$ cat config.mk
export PLATFORM = sky130hd
export DESIGN_NAME = dp_mem_responder
export DESIGN_NICKNAME = d
export VERILOG_FILES = /design/src/rtl/dp_mem_responder.sv
export SDC_FILE = /design/constraint.sdc
export NUM_CORES = 1
export LEC_CHECK = 0
export ABC_AREA = 1
export CORE_MARGIN = 2
export CORE_UTILIZATION = 49
export CTS_CLUSTER_DIAMETER = 100
export CTS_CLUSTER_SIZE = 10
export DETAILED_ROUTE_END_ITERATION = 8
export PLACE_DENSITY = 0.87
export SYNTH_ARGS = -nofsm -noshare
export SYNTH_HDL_FRONTEND = slang
export SYNTH_SLANG_ARGS = --single-unit
$ cat constraint.sdc
create_clock -name clk -period 3.9 [get_ports clk]
set_input_delay 0.585 -clock clk [delete_from_list [all_inputs] [get_ports clk]]
set_output_delay 0.585 -clock clk [all_outputs]
set_load 0.02 [all_outputs]
$ cat src/rtl/dp_mem_responder.sv
// Arbitrates the datapath inst/data request ports onto one physical memory port
// and returns a single-cycle response pulse with read data to the requester.
module dp_mem_responder #(
    parameter int CNT_W    = 32,
    parameter bit DATA_PRI = 1'b1
) (
    input  logic             clk,
    input  logic             rst,
    input  logic             inst_read,
    input  logic [31:0]      inst_addr,
    output logic [31:0]      inst_rdata,
    output logic             inst_resp,
    input  logic             data_read,
    input  logic             data_write,
    input  logic [3:0]       data_mbe,
    input  logic [31:0]      data_addr,
    input  logic [31:0]      data_wdata,
    output logic [31:0]      data_rdata,
    output logic             data_resp,
    output logic             pmem_read,
    output logic             pmem_write,
    output logic [31:0]      pmem_addr,
    output logic [31:0]      pmem_wdata,
    output logic [3:0]       pmem_mbe,
    input  logic [31:0]      pmem_rdata,
    input  logic             pmem_resp,
    output logic [CNT_W-1:0] inst_cnt,
    output logic [CNT_W-1:0] data_cnt
);

    typedef enum logic [1:0] {
        IDLE,
        I_BUSY,
        D_BUSY,
        RESP
    } state_e;

    state_e state_q, state_d;

    logic             rd_q, rd_d;
    logic             wr_q, wr_d;
    logic [31:0]      addr_q, addr_d;
    logic [31:0]      wdata_q, wdata_d;
    logic [3:0]       mbe_q, mbe_d;
    logic [31:0]      rdata_q, rdata_d;
    logic             gnt_data_q, gnt_data_d;
    logic             last_data_q, last_data_d;
    logic             seen_conf_q, seen_conf_d;
    logic             keep_q, keep_d;
    logic [CNT_W-1:0] inst_cnt_q, inst_cnt_d;
    logic [CNT_W-1:0] data_cnt_q, data_cnt_d;

    logic inst_req;
    logic data_req;
    logic pick_data;
    logic unused_addr_bits;

    assign inst_req = inst_read;
    assign data_req = data_read | data_write;
    assign unused_addr_bits = ^data_addr[1:0];

    // Round-robin on conflict; the very first conflict falls back to DATA_PRI.
    always_comb begin
        pick_data = 1'b0;
        if (data_req && !inst_req) begin
            pick_data = 1'b1;
        end else if (data_req && inst_req) begin
            pick_data = seen_conf_q ? !last_data_q : DATA_PRI;
        end
    end

    always_comb begin
        state_d     = state_q;
        rd_d        = rd_q;
        wr_d        = wr_q;
        addr_d      = addr_q;
        wdata_d     = wdata_q;
        mbe_d       = mbe_q;
        rdata_d     = rdata_q;
        gnt_data_d  = gnt_data_q;
        last_data_d = last_data_q;
        seen_conf_d = seen_conf_q;
        keep_d      = keep_q;
        inst_cnt_d  = inst_cnt_q;
        data_cnt_d  = data_cnt_q;

        unique case (state_q)
            IDLE: begin
                if (inst_req || data_req) begin
                    seen_conf_d = seen_conf_q | (inst_req & data_req);
                    gnt_data_d  = pick_data;
                    if (pick_data) begin
                        state_d = D_BUSY;
                        rd_d    = !data_write;
                        wr_d    = data_write;
                        addr_d  = {data_addr[31:2], 2'b00};
                        wdata_d = data_wdata;
                        mbe_d   = data_write ? data_mbe : 4'hF;
                    end else begin
                        state_d = I_BUSY;
                        rd_d    = 1'b1;
                        wr_d    = 1'b0;
                        addr_d  = inst_addr;
                        wdata_d = '0;
                        mbe_d   = 4'hF;
                    end
                end
            end
            I_BUSY, D_BUSY: begin
                if (pmem_resp) begin
                    state_d     = RESP;
                    rd_d        = 1'b0;
                    wr_d        = 1'b0;
                    rdata_d     = wr_q ? '0 : pmem_rdata;
                    last_data_d = gnt_data_q;
                    // A dropped request means the op was flushed upstream.
                    keep_d      = gnt_data_q ? data_req : inst_req;
                end
            end
            RESP: begin
                state_d = IDLE;
                if (keep_q && gnt_data_q && data_cnt_q != '1) begin
                    data_cnt_d = data_cnt_q + CNT_W'(1);
                end
                if (keep_q && !gnt_data_q && inst_cnt_q != '1) begin
                    inst_cnt_d = inst_cnt_q + CNT_W'(1);
                end
            end
            default: state_d = IDLE;
        endcase
    end

    always_ff @(posedge clk or negedge rst) begin
        if (!rst) begin
            state_q     <= IDLE;
            rd_q        <= 1'b0;
            wr_q        <= 1'b0;
            addr_q      <= '0;
            wdata_q     <= '0;
            mbe_q       <= '0;
            rdata_q     <= '0;
            gnt_data_q  <= 1'b0;
            last_data_q <= 1'b0;
            seen_conf_q <= 1'b0;
            keep_q      <= 1'b0;
            inst_cnt_q  <= '0;
            data_cnt_q  <= '0;
        end else begin
            state_q     <= state_d;
            rd_q        <= rd_d;
            wr_q        <= wr_d;
            addr_q      <= addr_d;
            wdata_q     <= wdata_d;
            mbe_q       <= mbe_d;
            rdata_q     <= rdata_d;
            gnt_data_q  <= gnt_data_d;
            last_data_q <= last_data_d;
            seen_conf_q <= seen_conf_d;
            keep_q      <= keep_d;
            inst_cnt_q  <= inst_cnt_d;
            data_cnt_q  <= data_cnt_d;
        end
    end

    assign pmem_read  = rd_q;
    assign pmem_write = wr_q;
    assign pmem_addr  = addr_q;
    assign pmem_wdata = wdata_q;
    assign pmem_mbe   = mbe_q;

    assign inst_resp  = (state_q == RESP) && keep_q && !gnt_data_q;
    assign data_resp  = (state_q == RESP) && keep_q && gnt_data_q;
    assign inst_rdata = inst_resp ? rdata_q : '0;
    assign data_rdata = data_resp ? rdata_q : '0;

    assign inst_cnt = inst_cnt_q;
    assign data_cnt = data_cnt_q;

endmodule
Word-level counts from Yosys, hierarchy flattened
Cells that the tools add are included.
Word-level totals
  bits in registers: 172
  latch bits: 0
  bits in writable memories: 0
  ROM bits: 0
  bits of input ports: 138
  memories: 0
Cells by class
  add/subtract/negate cells: 2
  multipliers: 0
  divide/modulo/power cells: 0
  order comparisons: 0
  eq/ne operators: 7
  shift operators: 0
  multiplexer cells: 22
  bitwise operators: 3
  reductions and logical operators: 23
Operators by type and width (count)
  $mux W32: 5
  $add A32 B1 Y32 const B: 2
  $ne A32 B32 Y1 const B: 2
  $reduce_and A2 Y1: 5
  $logic_and A1 B1 Y1: 9
  $mux W1: 9
  $mux W4: 2
  $mux W2: 3
  $pmux W2 S3: 1
  $eq A2 B2 Y1 const B: 2
  $logic_not A1 Y1: 4
  $ne A2 B2 Y1 const B: 2
  $pmux W1 S2: 2
  $reduce_and A3 Y1: 1
  $eq A2 B1 Y1 const B: 1
  $logic_not A2 Y1: 1
  $or A1 B1 Y1: 2
  $reduce_bool A2 Y1: 1
  $reduce_or A2 Y1: 1
  $and A1 B1 Y1: 1
  $logic_or A1 B1 Y1: 1

Logic depth before layout (Yosys ltp)
Gate-level depths: netlist (run 1).
  depth in word-level cells: 7
  gate-level depth with buffers: 11
  mapped depth without buffers: 10

Worst setup path before layout (run 1)
Ideal clock, no wire load.
  path type: register -> output
  start: register state_q[0]
  end: output port inst_rdata[10]
  data arrival time: 1.660 ns
  required time: 3.315 ns
  path slack: 1.655 ns
  stages on the path, launching flop included: 7
  path buffers: 1
  cells stage by stage: dfrtp_1 ha_1 inv_1 nor3_4 inv_1 clkbuf_1 nor2_1
On the way
  word-level cells in the longest chain between the ends: 4
RTL lines
  start, declared: RTL line 38  | state_e state_q, state_d;
  start signal, assigned: RTL line 149  | state_q <= state_d;
  $eq A2 B2 Y1: RTL line 171  | assign inst_resp = (state_q == RESP) && keep_q && !gnt_data_q;
  $logic_and A1 B1 Y1 (2 in a row): RTL line 171
  via inst_resp: RTL line 12  | output logic inst_resp,
  $mux W32: RTL line 173  | assign inst_rdata = inst_resp ? rdata_q : '0;
  end, declared: RTL line 11  | output logic [31:0] inst_rdata,
The timed path passes the listed nets, and every way through them passes these cells.

Final worst setup path (run 1)
  start: register state_q[0]
  end: output port inst_rdata[8]
On the way
  word-level cells in the longest chain between the ends: 4
RTL lines (RTL line)
  $eq A2 B2 Y1: 171
  $logic_and A1 B1 Y1 (2 in a row): 171
  $mux W32: 173
No other way between the ends.

==> impl_metrics.json, run 1 <==
{
  "required_ps": 3310,
  "power_density_nw_per_um2": 593,
  "setup.worst_path.start_class": "flop",
  "synth_top_area_share": 0.473,
  "gr-total-overflow": 0,
  "root_buffer": "clkbuf_16",
  "grt_pass1_vias": 9377,
  "synthCells": 1278,
  "fmaxAchievable_ghz": 0.306,
  "pre_cts_slack_ps": 1100,
  "finalWorstSetupSlack_ps": 636,
  "drc": 0,
  "netlist_top_cells_area": "dfrtp_1 47%, nand2_1 19%, nor2_1 8.4%, nand3_1 5.6%, inv_1 3.9%",
  "clock_latency_ps": 440,
  "initial_core_util": 0.503,
  "fillers": 1392,
  "via_per_inst": 5.23,
  "grt_pass1_wl_mm": 47.7,
  "htree_levels": 4,
  "outcome": "finished, final reports clean",
  "r2r_end": "inst_cnt[28]$_DFFE_PN0P_",
  "via_count": 9592,
  "drv_cap": 0,
  "io_pins": 338,
  "syn_nets": 1421,
  "ir_drop_mv": 0.431,
  "rsz0062_at_grt": "no",
  "arrival_ps": 2680,
  "ys.flop_type": "dfrtp_1",
  "dr.pass1.iters": 7,
  "use_met3": 0.0817,
  "hp-class": "primary input to async pin",
  "syn-cell-area_um2": 9110,
  "fp-row-count": 49,
  "antenna_found_initial": 1,
  "die_h_um": 140,
  "crit_chain": "ha_1 -> inv_1 -> nor3_4 -> inv_1 -> buf_4 -> nor2_1 -> clkdlybuf4s50_1",
  "ys_ff_latch": 172,
  "final_util": 0.729,
  "yosysUniqueCellTypes": 30,
  "fin_setup_tns_ps": 0,
  "cts_resized": 0,
  "hpwl_mm": 21.6,
  "r2r_cells": 10,
  "worstPathMaxFanout": 30,
  "worstSetupPathType": "flop to output pin",
  "maxSlewViolCount": 0,
  "r2r_start": "inst_cnt[1]$_DFFE_PN0P_",
  "r2r_slack_ps": 1710,
  "ys_warn_count": 0,
  "dieArea_um2": 19700,
  "setup_viol": 0,
  "totalWireLength_mm": 29.4,
  "io_buffers": 335,
  "post-route-min-period_ps": 3260,
  "area_delta_synth_final_pct": 44.8,
  "max_slew_margin": 0.256,
  "max_slew.worst_pin.slew_ps": 1110,
  "cp_slowest_stage_delay_ps": 630,
  "cts_tree": "built",
  "use_met2": 0.521,
  "core-area_um2": 18100,
  "fin_skew_ps": 11.8,
  "synth_area_leader_cell": "dfrtp_1",
  "path_common_cell": "inv_1",
  "layout_common_cells": "472 x nand2_1, 334 x clkdlybuf4s50_1, 203 x nor2_1",
  "path_clk_slew_ps": 80,
  "gp_congestion": 0.923,
  "grt.total_usage": 0.304,
  "seq_area_um2": 4300,
  "grt_max_degree": 98,
  "synth_edf_count": 0,
  "drt_iter0_drc": 649,
  "use_met1": 0.357,
  "drive_gt1_frac": 0.0399,
  "timing.final.crit_share": 0.837,
  "end_kind": "output pin",
  "antenna_left": 0,
  "final_common_cell": "nand2_1",
  "fp.dieW_um": 140,
  "clock_sinks": 172,
  "fin_nets": 1734,
  "yosysSeqAreaShare": 0.473,
  "top_usage_layer": "met2",
  "cp_slowest_cell": "clkdlybuf4s50_1",
  "numCtsBuffers": 17,
  "post_synth.cell_area_avg_um2": 7.13,
  "clockBufferDepth": 2,
  "cts_setup_buffers": 0,
  "multi_input_area_um2": 4180,
  "p_leak_nw": 5.85,
  "async_flop_share": 1.00,
  "hold_buffers": 0,
  "wl_per_cell_um": 16.1,
  "hold_viol_final": 0
}
[cell usage after synthesis (2+ instances only)]
library cell / n
inv_2: 4
o22ai_1: 2
buf_6: 4
xnor2_1: 14
o21ai_1: 6
o21ai_0: 50
nand2_4: 4
dfrtp_1: 172
nor2_4: 3
nand3b_1: 4
inv_1: 94
xor2_1: 13
nand3_1: 101
nor2_2: 2
ha_1: 5
buf_4: 6
clkbuf_1: 30
a21oi_1: 61
nand2_2: 3
buf_1: 4
nor2_1: 203
nand4_1: 8
buf_2: 7
nand2_1: 472
[metal layers]
| metal | wire [um] | up-vias | share of wire |
|---|---|---|---|
| li1 | - | 4616 | - |
| met1 | 11400 | 4496 | 0.39 |
| met2 | 14500 | 411 | 0.49 |
| met3 | 2250 | 69 | 0.076 |
| met4 | 1270 | 0 | 0.043 |
| met5 | 0 | - | 0 |
[layout make-up]
cell class | instances | area share
diodes | 1 | 0.000190
clock buffers | 17 | 0.0323
clock inverters | 15 | 0.0134
inverters | 99 | 0.0284
multi-input cells | 956 | 0.317
flip-flops and latches | 172 | 0.327
well taps | 229 | 0.0217
repair buffers | 345 | 0.260
[registers in the layout, summed over array words and instances, names as in the netlist, 2 cells and up]
register    cells
rdata_q        32
pmem_mbe        4
pmem_wdata     32
inst_cnt       32
pmem_addr      32
state_q         2
data_cnt       32
[per-stage QoR]
| step | area, um2 | hold WS [ps] | cells | power (W) |
|---|---|---|---|---|
| after CTS | 13200 | 280 | 1833 | 0.00784 |
| after detailed placement | 12600 | 458 | 1801 | 0.00609 |
| after global routing | 13200 | 321 | 1834 | 0.00826 |
| after floorplan | 9110 | 289 | 1278 | 0.00455 |
| after global placement | 12600 | 452 | 1801 | 0.00598 |
| final | 13200 | 229 | 1834 | 0.00782 |
[worst max-delay path by stage]
stage                                start  cells after the start              to
finish              state_q[0]$_DFFE_PN0P_                      7   inst_rdata[8]
global route        state_q[0]$_DFFE_PN0P_                      7   inst_rdata[8]
CTS                 state_q[0]$_DFFE_PN0P_                      7   inst_rdata[8]
detailed placement  state_q[0]$_DFFE_PN0P_                      7   inst_rdata[8]
global placement    state_q[0]$_DFFE_PN0P_                      7  inst_rdata[30]
floorplan           state_q[0]$_DFFE_PN0P_                      6  inst_rdata[10]
[where the power goes]
group,leakage [nW],internal [W],total (W),switching (W)
sequential,2.20,0.00234,0.00263,0.000292
combinational,3.37,0.00132,0.00343,0.00211
clock,0.286,0.000919,0.00175,0.000835
total,5.85,0.00458,0.00782,0.00324
[worst max-delay path: cells and delay by family, from the launching register on]
| family | cells | cell delay, ps |
|---|---|---|
| adders and majority gates | 1 | 140 |
| buffers and inverters | 4 | 1120 |
| DFF | 1 | 350 |
| and+or+nand+nor | 2 | 610 |
[cells by family after synthesis]
logic type,Yosys count,share of synthesized area
xor+xnor,27,0.0260
fa+ha+maj,5,0.00687
simple gates,803,0.358
compound gates,121,0.0676
buf+inv,150,0.0688
flops,172,0.473
Power figures use the tool's default switching activity.
==> run 2: changes to the inputs <==
--- a/config.mk
+++ b/config.mk
@@ -7,11 +7,11 @@
 export LEC_CHECK = 0
 export ABC_AREA = 1
 export CORE_MARGIN = 2
-export CORE_UTILIZATION = 49
+export CORE_UTILIZATION = 41
 export CTS_CLUSTER_DIAMETER = 100
 export CTS_CLUSTER_SIZE = 10
 export DETAILED_ROUTE_END_ITERATION = 8
-export PLACE_DENSITY = 0.87
+export PLACE_DENSITY = 0.78
 export SYNTH_ARGS = -nofsm -noshare
 export SYNTH_HDL_FRONTEND = slang
 export SYNTH_SLANG_ARGS = --single-unit
==> constraint.sdc (replaced) <==
create_clock -name clk -period 2.68 [get_ports clk]
set_input_delay 0.402 -clock clk [delete_from_list [all_inputs] [get_ports clk]]
set_output_delay 0.402 -clock clk [all_outputs]
set_load 0.02 [all_outputs]
==> impl_metrics.json, run 2 (synthesis gave the netlist of run 1 again) <==
{
  "p_leak_nw": 6.86,
  "gp_congestion": 0.925,
  "grt_pass1_wl_mm": 46.8,
  "setup_viol": 0,
  "gr-total-overflow": 0,
  "grt.total_usage": 0.248,
  "required_ps": 2280,
  "power_density_nw_per_um2": 849,
  "cts_setup_buffers": 0,
  "dr.pass1.iters": 5,
  "end_kind": "output pin",
  "cp_slowest_cell": "clkdlybuf4s50_1",
  "ir_drop_mv": 0.555,
  "power.internal_w": 0.00680,
  "fin_nets": 1740,
  "layout_common_cells": "472 x nand2_1, 276 x clkdlybuf4s50_1, 203 x nor2_1",
  "r2r_slack_ps": 540,
  "combPwrFrac": 0.442,
  "drive_gt1_frac": 0.0429,
  "r2r_end": "data_cnt[24]$_DFFE_PN0P_",
  "hpwl_mm": 21.6,
  "seqPwrFrac": 0.334,
  "root_buffer": "clkbuf_16",
  "clock_sinks": 172,
  "via_count": 9445,
  "htree_levels": 4,
  "arrival_ps": 2160,
  "worstSetupPathType": "flop to output pin",
  "fmaxAchievable_ghz": 0.390,
  "via_per_inst": 4.99,
  "grt_max_degree": 78,
  "dieArea_um2": 23400,
  "max_slew_margin": 0.676,
  "final_common_cell": "nand2_1",
  "cp_slowest_stage_delay_ps": 600,
  "drc": 0,
  "antenna_left": 0,
  "maxSlewViolCount": 0,
  "wl_per_cell_um": 15.5,
  "outcome": "finished, final reports clean",
  "r2r_start": "data_cnt[1]$_DFFE_PN0P_",
  "grt_pass1_vias": 9032,
  "max_slew.worst_pin.slew_ps": 485,
  "r2r_cells": 10,
  "setup.worst_path.start_class": "flop",
  "fin_skew_ps": 14.5,
  "swShare": 0.406,
  "timing.final.crit_share": 0.957,
  "totalWireLength_mm": 29.3,
  "final_cells": 1892,
  "crit_chain": "ha_1 -> inv_1 -> nor3_4 -> inv_6 -> nor2_1 -> clkdlybuf4s50_1",
  "drt_iter0_drc": 671,
  "stdcell_area_um2": 13500,
  "fp.dieW_um": 153,
  "hold-worst-slack_ps": 468,
  "hp-class": "primary input to async pin",
  "drv_cap": 0,
  "fp-row-count": 54,
  "io_buffers": 335,
  "area_delta_synth_final_pct": 48.0,
  "p_sw_w": 0.00465,
  "hold_viol_final": 0,
  "clock_latency_ps": 440,
  "io_pins": 338,
  "initial_core_util": 0.417,
  "die_h_um": 153,
  "core-area_um2": 21800,
  "path_clk_slew_ps": 70,
  "dp_cells": 1857,
  "p_clk_frac": 0.224,
  "clockBufferDepth": 2,
  "numCtsBuffers": 17,
  "post_dp_cell_area_um2": 12700,
  "antenna_found_initial": 2,
  "worstPathMaxFanout": 32,
  "cts_tree": "built",
  "post-route-min-period_ps": 2570
}
run 2: changes by cell type in the layout (fill, tap and decap cells not counted), moves of 2 or more:
cell and delta:
clkdlybuf4s50_1 -58, dlymetal6s2s_1 +49, dlygate4sd2_1 +9, buf_12 +5
clkinv_8 -2
run 2: area by class of cell:
class | count | area [um2]
multi-input combinational | 956 | 4190
inverter | 99 | 379
clock inverter | 14 | 173
fill | 1950 | 8340
timing repair buffer | 351 | 3650
clock buffer | 18 | 429
tap | 280 | 350
sequential | 172 | 4300
antenna | 2 | 5.00
run 2: worst max-delay path, delay by kind of cell, from the launching register on:
kind          cells  cell delay, ps
simple gates      2             380
fa+ha+maj         1             140
buf+inv           3             850
flops             1             350
run 2: worst max-delay path by stage:
stage | from | endpoint | slack [ps]
floorplan | state_q[0]$_DFFE_PN0P_ | inst_rdata[10] | 620
global placement | state_q[0]$_DFFE_PN0P_ | data_rdata[29] | 430
detailed placement | state_q[1]$_DFFE_PN0P_ | data_rdata[11] | 360
CTS | state_q[1]$_DFFE_PN0P_ | data_rdata[25] | -30
global route | state_q[0]$_DFFE_PN0P_ | data_rdata[15] | -2
finish | state_q[0]$_DFFE_PN0P_ | data_rdata[4] | 110
run 2: repair_timing:
action | in CTS | in global routing
endpoints found under the setup margin | 60 | 51
hold buffers | 1 | 0
gates resized for setup | 11 | 51
endpoints found under the hold margin | 37 | 0
run 2: metrics by stage:
| step | TNS, ps | setup WS [ps] | total power [W] | util |
|---|---|---|---|---|
| final | 0 | 115 | 0.0114 | 0.618 |
| after global routing | -1.85 | -1.85 | 0.0121 | 0.618 |
| after CTS | -437 | -33.4 | 0.0115 | 0.611 |
| after detailed placement | 0 | 364 | 0.00894 | 0.584 |
| after global placement | 0 | 426 | 0.00883 | 0.584 |
| after floorplan | 0 | 618 | 0.00662 | - |
run 2: routing by layer:
metal	routed length, um	share of wire	global-route usage
met1	11400	0.39	0.300
met2	14700	0.50	0.415
met3	2280	0.078	0.0729
met4	920	0.031	0.104
met5	0	0	0
run 2: power by group through the flow:
stage / Clock, W / Combinational (W) / Sequential, W
finish: 0.00257 / 0.00506 / 0.00382
global route: 0.00272 / 0.00550 / 0.00391
CTS: 0.00262 / 0.00510 / 0.00382
detailed placement: 0 / 0.00507 / 0.00387
global placement: 0 / 0.00499 / 0.00383
floorplan: 0 / 0.00215 / 0.00447
